## src/rtl/seg_scan_ctrl_pkg.sv

```systemverilog
// Shared types and constants for the 7-segment scan controller.
package seg_scan_ctrl_pkg;

  // Width of one hex digit and of the segment bus.
  localparam int NIB_W = 4;
  localparam int SEG_W = 7;

  typedef logic [NIB_W-1:0] nibble_t;
  typedef logic [SEG_W-1:0] seg_t;

  // Segment pattern with every segment dark (segments are active-low, gfedcba).
  localparam seg_t SEG_OFF = 7'h7F;

  // Decimal point dark level (active-low).
  localparam logic DP_OFF = 1'b1;

endpackage

```

## src/rtl/seg_scan_ctrl_dec.sv

```systemverilog
// Hex digit to 7-segment decoder, gfedcba order, active-low segments.
module seg_scan_ctrl_dec
  import seg_scan_ctrl_pkg::*;
(
  input  logic [NIB_W-1:0] i_nib,
  output logic [SEG_W-1:0] o_seg
);

  // Pure lookup: one shared decoder serves whichever digit is being scanned.
  always_comb begin
    o_seg = SEG_OFF;
    case (i_nib)
      4'h0:    o_seg = 7'h40;
      4'h1:    o_seg = 7'h79;
      4'h2:    o_seg = 7'h24;
      4'h3:    o_seg = 7'h30;
      4'h4:    o_seg = 7'h19;
      4'h5:    o_seg = 7'h12;
      4'h6:    o_seg = 7'h02;
      4'h7:    o_seg = 7'h78;
      4'h8:    o_seg = 7'h00;
      4'h9:    o_seg = 7'h10;
      4'hA:    o_seg = 7'h08;
      4'hB:    o_seg = 7'h03;
      4'hC:    o_seg = 7'h46;
      4'hD:    o_seg = 7'h21;
      4'hE:    o_seg = 7'h06;
      4'hF:    o_seg = 7'h0E;
      default: o_seg = SEG_OFF;
    endcase
  end

endmodule

```

## src/rtl/seg_scan_ctrl.sv

```systemverilog
// Time-multiplexed scan controller for an N-digit common-anode 7-segment display.
// A new value is staged in a pending register and only copied into the display
// register when the digit index wraps, so a frame never mixes two values.
module seg_scan_ctrl
  import seg_scan_ctrl_pkg::*;
#(
  parameter int NUM_DIGITS  = 4,
  parameter int REFRESH_DIV = 50000,
  parameter int BLANK_CYC   = 16,
  parameter int AN_ACT_LOW  = 1
) (
  input  logic                        i_clk,
  input  logic                        i_rst_n,
  input  logic                        i_load_valid,
  output logic                        o_load_ready,
  input  logic [NIB_W*NUM_DIGITS-1:0] i_value_in,
  input  logic [NUM_DIGITS-1:0]       i_dp_in,
  input  logic                        i_blank_lz,
  output logic [NUM_DIGITS-1:0]       o_an,
  output logic [SEG_W-1:0]            o_seg,
  output logic                        o_dp,
  output logic                        o_frame_tick
);

  localparam int IDX_W = $clog2(NUM_DIGITS);
  localparam int DIV_W = $clog2(REFRESH_DIV);

  localparam logic [DIV_W-1:0] DIV_LAST  = DIV_W'(REFRESH_DIV - 1);
  localparam logic [DIV_W-1:0] BLANK_END = DIV_W'(BLANK_CYC);
  localparam logic [IDX_W-1:0] IDX_LAST  = IDX_W'(NUM_DIGITS - 1);

  // Anode pattern with every digit off; XOR with a one-hot select gives the
  // driven pattern for either polarity.
  localparam logic [NUM_DIGITS-1:0] AN_OFF = (AN_ACT_LOW != 0) ? {NUM_DIGITS{1'b1}}
                                                               : {NUM_DIGITS{1'b0}};

  // Scan position
  logic [DIV_W-1:0] r_div_cnt;
  logic [IDX_W-1:0] r_idx;

  // Handshake / display storage
  logic [NIB_W*NUM_DIGITS-1:0] r_pend;
  logic [NUM_DIGITS-1:0]       r_pend_dp;
  logic                        r_pend_full;
  logic [NIB_W*NUM_DIGITS-1:0] r_disp;
  logic [NUM_DIGITS-1:0]       r_disp_dp;

  // Registered pin drivers
  logic [NUM_DIGITS-1:0] r_an;
  logic [SEG_W-1:0]      r_seg;
  logic                  r_dp;
  logic                  r_frame_tick;

  // Combinational helpers
  logic                  w_term;
  logic                  w_wrap;
  logic                  w_accept;
  logic [NUM_DIGITS-1:0] w_lz_mask;
  logic                  w_upper_zero;
  logic [NIB_W-1:0]      w_nib;
  logic                  w_dig_dp;
  logic                  w_sel_lz;
  logic [NUM_DIGITS-1:0] w_an_hot;
  logic                  w_slot_active;
  logic                  w_show;
  logic [SEG_W-1:0]      w_dec_seg;

  // Terminal count of a slot, and the last slot of a frame.
  assign w_term   = (r_div_cnt == DIV_LAST);
  assign w_wrap   = w_term && (r_idx == IDX_LAST);
  assign w_accept = i_load_valid && !r_pend_full;

  assign o_load_ready = ~r_pend_full;

  // Slot divider and digit index; the index advances once per slot.
  always_ff @(posedge i_clk or negedge i_rst_n) begin
    if (!i_rst_n) begin
      r_div_cnt <= '0;
      r_idx     <= '0;
    end else if (w_term) begin
      r_div_cnt <= '0;
      r_idx     <= (r_idx == IDX_LAST) ? '0 : r_idx + IDX_W'(1);
    end else begin
      r_div_cnt <= r_div_cnt + DIV_W'(1);
    end
  end

  // Frame pulse: high for the single cycle after the index wraps.
  always_ff @(posedge i_clk or negedge i_rst_n) begin
    if (!i_rst_n) begin
      r_frame_tick <= 1'b0;
    end else begin
      r_frame_tick <= w_wrap;
    end
  end

  // Pending slot accepts one value; it is promoted to the display only on a wrap.
  // An accept landing on the wrap itself sees pend_full=0, so it waits a frame.
  always_ff @(posedge i_clk or negedge i_rst_n) begin
    if (!i_rst_n) begin
      r_pend      <= '0;
      r_pend_dp   <= '0;
      r_pend_full <= 1'b0;
      r_disp      <= '0;
      r_disp_dp   <= '0;
    end else begin
      if (w_wrap && r_pend_full) begin
        r_disp    <= r_pend;
        r_disp_dp <= r_pend_dp;
      end
      if (w_accept) begin
        r_pend    <= i_value_in;
        r_pend_dp <= i_dp_in;
      end
      if (w_accept) begin
        r_pend_full <= 1'b1;
      end else if (w_wrap) begin
        r_pend_full <= 1'b0;
      end
    end
  end

  // Leading-zero mask: bit i set when displayed nibbles i..top are all zero.
  // Digit 0 is never part of the mask so a zero value still shows "0".
  always_comb begin
    w_upper_zero = 1'b1;
    w_lz_mask    = '0;
    for (int i = NUM_DIGITS - 1; i >= 1; i--) begin
      w_upper_zero = w_upper_zero & (r_disp[NIB_W*i +: NIB_W] == 4'h0);
      w_lz_mask[i] = w_upper_zero;
    end
  end

  // Select the scanned digit's nibble, decimal point and blanking flag.
  always_comb begin
    w_nib    = '0;
    w_dig_dp = 1'b0;
    w_sel_lz = 1'b0;
    w_an_hot = '0;
    for (int i = 0; i < NUM_DIGITS; i++) begin
      if (r_idx == IDX_W'(i)) begin
        w_nib       = r_disp[NIB_W*i +: NIB_W];
        w_dig_dp    = r_disp_dp[i];
        w_sel_lz    = w_lz_mask[i];
        w_an_hot[i] = 1'b1;
      end
    end
  end

  // The first BLANK_CYC cycles of a slot stay dark so the previous digit's
  // segments cannot ghost onto the newly enabled anode.
  assign w_slot_active = (r_div_cnt >= BLANK_END);
  assign w_show        = w_slot_active && !(i_blank_lz && w_sel_lz);

  seg_scan_ctrl_dec u_dec (
    .i_nib (w_nib),
    .o_seg (w_dec_seg)
  );

  // Register the pin drivers so anodes, segments and dp switch together.
  always_ff @(posedge i_clk or negedge i_rst_n) begin
    if (!i_rst_n) begin
      r_an  <= AN_OFF;
      r_seg <= SEG_OFF;
      r_dp  <= DP_OFF;
    end else if (w_show) begin
      r_an  <= w_an_hot ^ AN_OFF;
      r_seg <= w_dec_seg;
      r_dp  <= ~w_dig_dp;
    end else begin
      r_an  <= AN_OFF;
      r_seg <= SEG_OFF;
      r_dp  <= DP_OFF;
    end
  end

  assign o_an         = r_an;
  assign o_seg        = r_seg;
  assign o_dp         = r_dp;
  assign o_frame_tick = r_frame_tick;

endmodule

```

## config.mk

```make
export PLATFORM = sky130hd
export DESIGN_NAME = seg_scan_ctrl
export DESIGN_NICKNAME = d
export VERILOG_FILES = /design/src/rtl/seg_scan_ctrl_pkg.sv /design/src/rtl/seg_scan_ctrl_dec.sv /design/src/rtl/seg_scan_ctrl.sv
export SDC_FILE = /design/constraint.sdc
export NUM_CORES = 1
export LEC_CHECK = 0
export ABC_AREA = 1
export CORE_MARGIN = 1
export CORE_UTILIZATION = 43
export DETAILED_ROUTE_END_ITERATION = 12
export MAX_ROUTING_LAYER = met4
export PLACE_DENSITY = 0.72
export SLEW_MARGIN = 0
export SYNTH_ARGS = -nofsm -noshare
export SYNTH_HDL_FRONTEND = slang
export SYNTH_SLANG_ARGS = --single-unit
```

## constraint.sdc

```tcl
create_clock -name i_clk -period 3 [get_ports i_clk]
set_clock_uncertainty 0.05 [all_clocks]
set_input_delay 0.45 -clock i_clk [delete_from_list [all_inputs] [get_ports i_clk]]
set_output_delay 0.45 -clock i_clk [all_outputs]
set_load 0.1 [all_outputs]
```

==> Word level (Yosys, flattened, before mapping) <==
Memories as Yosys holds them, arrays and structs flattened.
Cells that the tools add are included.
{ "totals": {"romBits": 112, "in_bits": 24, "wordCells": 58, "register_bits": 72, "mem_count": 1, "out_inout_bits": 14} }
{ "memory_table": {"columns": ["name", "words", "width", "read_ports", "rd_clocked_by_memory_dff", "wr", "line_no", "source"], "rows": [
  ["(no name shown)", 16, 7, 1, 0, 0, "seg_scan_ctrl_dec.sv:12", "case (i_nib)"]
]} }
{ "op_classes": {"n_eq_ne": 4, "addsub": 2, "magnitude_cmp": 1, "reduce_logical": 12, "bitwise": 5, "muxes": 22} }
{ "ops": {"columns": ["operator", "count"], "rows": [
  ["4-bit 2-to-1 mux", 5],
  ["16-bit by 1-bit adder with 16-bit output (second input constant)", 1],
  ["16-bit == test (second input constant)", 1],
  ["16-bit by 5-bit >= comparator with 1-bit output (second input constant)", 1],
  ["16-bit 2-to-1 mux", 1],
  ["1-bit 2-to-1 mux", 14],
  ["4-bit zero test", 3],
  ["7-bit 2-to-1 mux", 1],
  ["1-bit logical AND", 5],
  ["2-bit == test (second input constant)", 2],
  ["4-bit inverter", 1],
  ["2-bit by 1-bit adder with 2-bit output (second input constant)", 1],
  ["1-bit bitwise AND", 2],
  ["2-bit by 1-bit == test with 1-bit output (second input constant)", 1],
  ["1-bit zero test", 2],
  ["2-bit zero test", 1],
  ["2-bit 2-to-1 mux", 1],
  ["1-bit inverter", 2],
  ["2-bit nonzero test", 1]
]} }

==> Logic depth before layout (Yosys ltp) <==
{ "depth": {"ltp_word": 10, "mapped_depth": 13, "mapped_depth_nobuf": 13} }

==> Hierarchy <==
From an unflattened synthesis, not the netlist that was laid out.
{ "unflattened": {"cells_unflattened": 414, "area_unflattened_um2": 3632.2} }
{ "modules_own_cells": {"columns": ["module", "area_each_um2", "cells_each", "seq_area_each_um2", "n_inst"], "rows": [
  ["seg_scan_ctrl", 3358.2, 365, 1816.7, 1],
  ["seg_scan_ctrl_dec", 274.0, 49, 0.0, 1]
]} }

==> Worst setup path before layout <==
Ideal clock, no wire load.
{ "synth_path": {"path_type": "register to register", "start": "reg r_pend_full", "end": "reg r_pend[10]", "required_time_ns": 2.817, "t_arrival_ns": 1.855, "synth_period_minus_slack_ns": 2.038, "slack_ns": 0.962, "path_buffers": 2, "setup_ns": 0.133, "path_stages_with_launch": 7, "cell_sequence": "dfrtp_1 clkbuf_2 inv_1 nand2_1 buf_2 nor2_1 a21oi_1"} }
{ "synth_between": {"elab_chain_len": 2} }
{ "synth_lines": {"columns": ["element", "line_no", "source"], "rows": [
  ["start, declared", "seg_scan_ctrl.sv:44", "logic r_pend_full;"],
  ["start signal, assigned", "seg_scan_ctrl.sv:103", "r_pend_full <= 1'b0;"],
  ["start signal, assigned", "seg_scan_ctrl.sv:116", "r_pend_full <= 1'b1;"],
  ["start signal, assigned", "seg_scan_ctrl.sv:118", "r_pend_full <= 1'b0;"],
  ["1-bit zero test", "seg_scan_ctrl.sv:71", "assign w_accept = i_load_valid && !r_pend_full;"],
  ["1-bit logical AND", "seg_scan_ctrl.sv:71", null],
  ["end signal, assigned", "seg_scan_ctrl.sv:112", "r_pend <= i_value_in;"],
  ["end, declared", "seg_scan_ctrl.sv:42", "logic [NIB_W*NUM_DIGITS-1:0] r_pend;"]
]} }
No other way between the ends.
A chain may end at the register's enable or synchronous reset.

==> Worst setup path in the final report <==
{ "layout_path": {"start": "reg r_idx[0]", "end": "reg r_seg[6] (netlist: o_seg[6])"} }
{ "layout_between": {"elab_chain_len": 8, "word_cells_on_any_way": 16, "cone_classes": "eq/ne (3); mux (8); reduce/logical (4); memory (1)"} }
{ "layout_lines": {"columns": ["element", "line_no", "source"], "rows": [
  ["start, declared", "seg_scan_ctrl.sv:39", "logic [IDX_W-1:0] r_idx;"],
  ["start signal, assigned", "seg_scan_ctrl.sv:82", "r_idx <= (r_idx == IDX_LAST) ? '0 : r_idx + IDX_W'(1);"],
  ["parallel branches: the longest is 7 deep, another holds memory 16 x 7 bit", null, null],
  ["7-bit 2-to-1 mux (*)", "seg_scan_ctrl.sv:166", "end else if (w_show) begin"],
  ["end signal, assigned", "seg_scan_ctrl.sv:168", "r_seg <= w_dec_seg;"],
  ["end, declared", "seg_scan_ctrl.sv:50", "logic [SEG_W-1:0] r_seg;"]
]} }
Mark *: on every way between the ends.

==> results.md <==
* Flops & latches, synth at 72
* Antenna diode count at 0
* Yosys cell types at 31
* Synthesized cell area at 3600 um^2
* Post-route setup slack at 873 ps
* Row count at 32
* Flop pwr share at 52.6%
* Antenna Nets Post-Route at 0
* First-pass GRT wire length at 11400 um
* Initial Util at 45.6%
* Pin count of the biggest net entering global routing at 45
* Ys flop type: dfrtp_1
* Most frequent cell after synthesis: nand2_1
* Slew Viols, Final at 0
* Grt total ovfl at 0
* Critical Path Fanout Max at 8
* Sw Share at 21.3%
* Clock Tree Root: clkbuf_8
* Status: finished, final reports clean
* Drt pass-1 iters at 4
* CP most frequent cell: nand2_1
* Clock transition at path regs at 80 ps
* Setup violators final at 0
* P_sw at 0.409 mW
* Hold crit path type: in2async
* Routed WL per cell at 11.6 um
* Clock sink count at 72
* Hold-fix buffers, CTS at 0
* CTS tree: done
* Number of synthesized flops with an enable pin at 0
* Post-CTS setup buffers at 0
* CTS Buf Count at 9
* Inst Count DP at 543
* Antenna violations before repair at 0
* Critical path endpoint category: flip-flop
* DR vias/cell at 4.85
* Post-route DRC at 0
* Die Y at 93.4 um
* DR iter-0 viols at 177
* Dpl ws at 907 ps
* CTS HTree Levels at 3
* Final Hold Slack at 66.1 ps
* Vias in the first global route at 2496
* GRT Total Usage at 17.3%
* Yosys top cell area share at 41.8%
* CP peak stage delay at 380 ps
* Io pins at 38
* R2r startpoint: r_idx[0]
* Fin crit period at 2130 ps
* Final hold vios at 0
* Layout area overhead at 17.7%
* Setup TNS at 0 ps
* Reg2Reg Depth at 10
* Mapped Nets at 446
* Clock power share at 42.6%
* VDD IR-drop max at 0.226 mV
* Post-CTS Resized at 0
* Critical Path RT at 3210 ps
* Routed wire length at 6460 um
* Clk buf depth at 2
* Max-cap violation count at 0
* Nets at 488
* Slew HR at 56.6%
* Top post-synthesis cells by area: dfrtp_1, dfstp_2, nand2_1
* Internal Power at 1.51 mW
* Sequential area share after synthesis at 50.5%
* Highest clock rate at 470 MHz
* Setup CP Type: reg2reg
* Worst-skew pair later-pin latency at 350 ps
* Hpwl dp at 4780 um
* Reg2reg end: o_seg[6]
* Core Area at 7890 um^2
* Leakage at 2.16 nW
* Power Dens Cells at 454 nW/um^2
* Post-synth top cells: nand2_1, dfrtp_1, inv_1
* Share of layout cells above drive strength 1 at 19.5%
* Die width at 93.4 um
* Period utilization at 70.9%
* Post-Layout Cell Count at 559
* CP max-delay cell: dfrtp_1
* Post-Synthesis Cells at 410
* R2R setup slack at 870 ps
* Worst-margin pin slew at 651 ps
* Unrepaired setup endpoints after global routing: false
* Die area at 8730 um^2
* Via count at 2710
* Ys async rst share at 100%
* Synth Area per Inst at 8.77 um^2
* I/O Buffers at 37
* Crit path cell chain: ha_1, inv_2, or2_2, nand2_1, inv_1, ha_1, nand3_1, nand2_1, nand2_1, nand3_1
* Combinational share of power at 4.8%
* Crit path launch type: flip-flop
* Placer Congestion at 0.875
* Area leader, netlist: dfrtp_1
* Synth warn at 0
* Critical path arrival at 2340 ps
==> sequential cells by signal (all words and copies together) (netlist names) <==
name / cells
r_pend: 16
o_frame_tick: 1
r_idx: 2
r_disp: 16
o_an: 4
o_dp: 1
o_seg: 7
r_disp_dp: 4
r_pend_dp: 4
r_pend_full: 1
r_div_cnt: 16
==> through the flow <==
stage | power [mW] | area [um^2] | util [%]
floorplan | 1.06 | 3600 | -
global placement | 1.12 | 4020 | 51.0
detailed placement | 1.12 | 4020 | 51.0
CTS | 1.95 | 4230 | 53.7
global route | 2.01 | 4230 | 53.7
finish | 1.92 | 4230 | 53.7
==> cells by family (layout without fill, tap and decap cells) <==
group | Yosys count | count (layout) | share of synthesized area [%]
compound gates | 50 | 50 | 9.15
xor+xnor | 9 | 9 | 2.19
fa+ha+maj | 12 | 12 | 4.18
buf+inv | 67 | 114 | 7.97
flops | 72 | 72 | 50.5
mux | 4 | 4 | 1.25
simple gates | 196 | 196 | 24.7
==> worst max-delay path by stage <==
stage                      startpoint    endpoint  cells past startpoint
after floorplan           r_pend_full  r_pend[10]                      6
after global placement       r_idx[0]    o_seg[5]                     10
after detailed placement     r_idx[0]    o_seg[6]                     10
after CTS                    r_idx[0]    o_seg[6]                     10
after global routing         r_idx[0]    o_seg[6]                     12
final                        r_idx[0]    o_seg[6]                     10
==> routing by layer <==
layer  track usage (%)  share of wire (%)  up-vias
li1                  -                  -     1382
met1              23.0                 49     1268
met2              25.2                 45       53
met3              4.88                4.4        7
met4              6.28                1.4        0
met5                 -                  0        -
==> critical path, delay by kind of cell, from the launching register on <==
family	cells	cell delay (ps)
and+or+nand+nor	6	800
adders and majority gates	2	530
DFF	1	380
buffers and inverters	2	260
==> area by class of cell <==
| class | instances | area, um^2 |
|---|---|---|
| fill | 729 | 3650 |
| sequential | 72 | 1820 |
| tap | 102 | 128 |
| multi-input combinational | 271 | 1490 |
| clock inverter | 5 | 81.3 |
| clock buffer | 11 | 131 |
| inverter | 58 | 218 |
| timing repair buffer | 40 | 365 |
==> power groups by stage <==
| stage | clock [mW] | combinational [mW] | sequential (mW) |
|---|---|---|---|
| 6_report | 0.820 | 0.0924 | 1.01 |
| 5_1_grt | 0.888 | 0.107 | 1.01 |
| 4_1_cts | 0.843 | 0.0955 | 1.01 |
| 3_5_place_dp | 0 | 0.0953 | 1.03 |
| 3_3_place_gp | 0 | 0.0923 | 1.03 |
| 2_1_floorplan | 0 | 0.0360 | 1.03 |
==> cell usage in the layout (no fill, tap or decap), types with 2 or more instances in the layout <==
| master | synthesis | routed |
|---|---|---|
| inv_2 | 4 | 4 |
| nand3_1 | 39 | 39 |
| inv_1 | 54 | 54 |
| nor2_1 | 46 | 46 |
| mux2_2 | 4 | 4 |
| dfstp_2 | 12 | 12 |
| xor2_1 | 7 | 7 |
| buf_4 | 0 | 16 |
| nor3_1 | 6 | 6 |
| nand2_1 | 80 | 80 |
| clkdlybuf4s50_1 | 0 | 22 |
| o21ai_2 | 17 | 17 |
| nand2_4 | 2 | 2 |
| nor2_4 | 2 | 2 |
| o21ai_0 | 4 | 4 |
| clkbuf_8 | 0 | 9 |
| nand4_1 | 4 | 4 |
| dfrtp_1 | 60 | 60 |
| clkbuf_1 | 1 | 2 |
| bufinv_16 | 0 | 2 |
| ha_1 | 12 | 12 |
| xnor2_1 | 2 | 2 |
| a21oi_1 | 26 | 26 |
| nand2_2 | 12 | 12 |
Power figures use the tool's default switching activity.
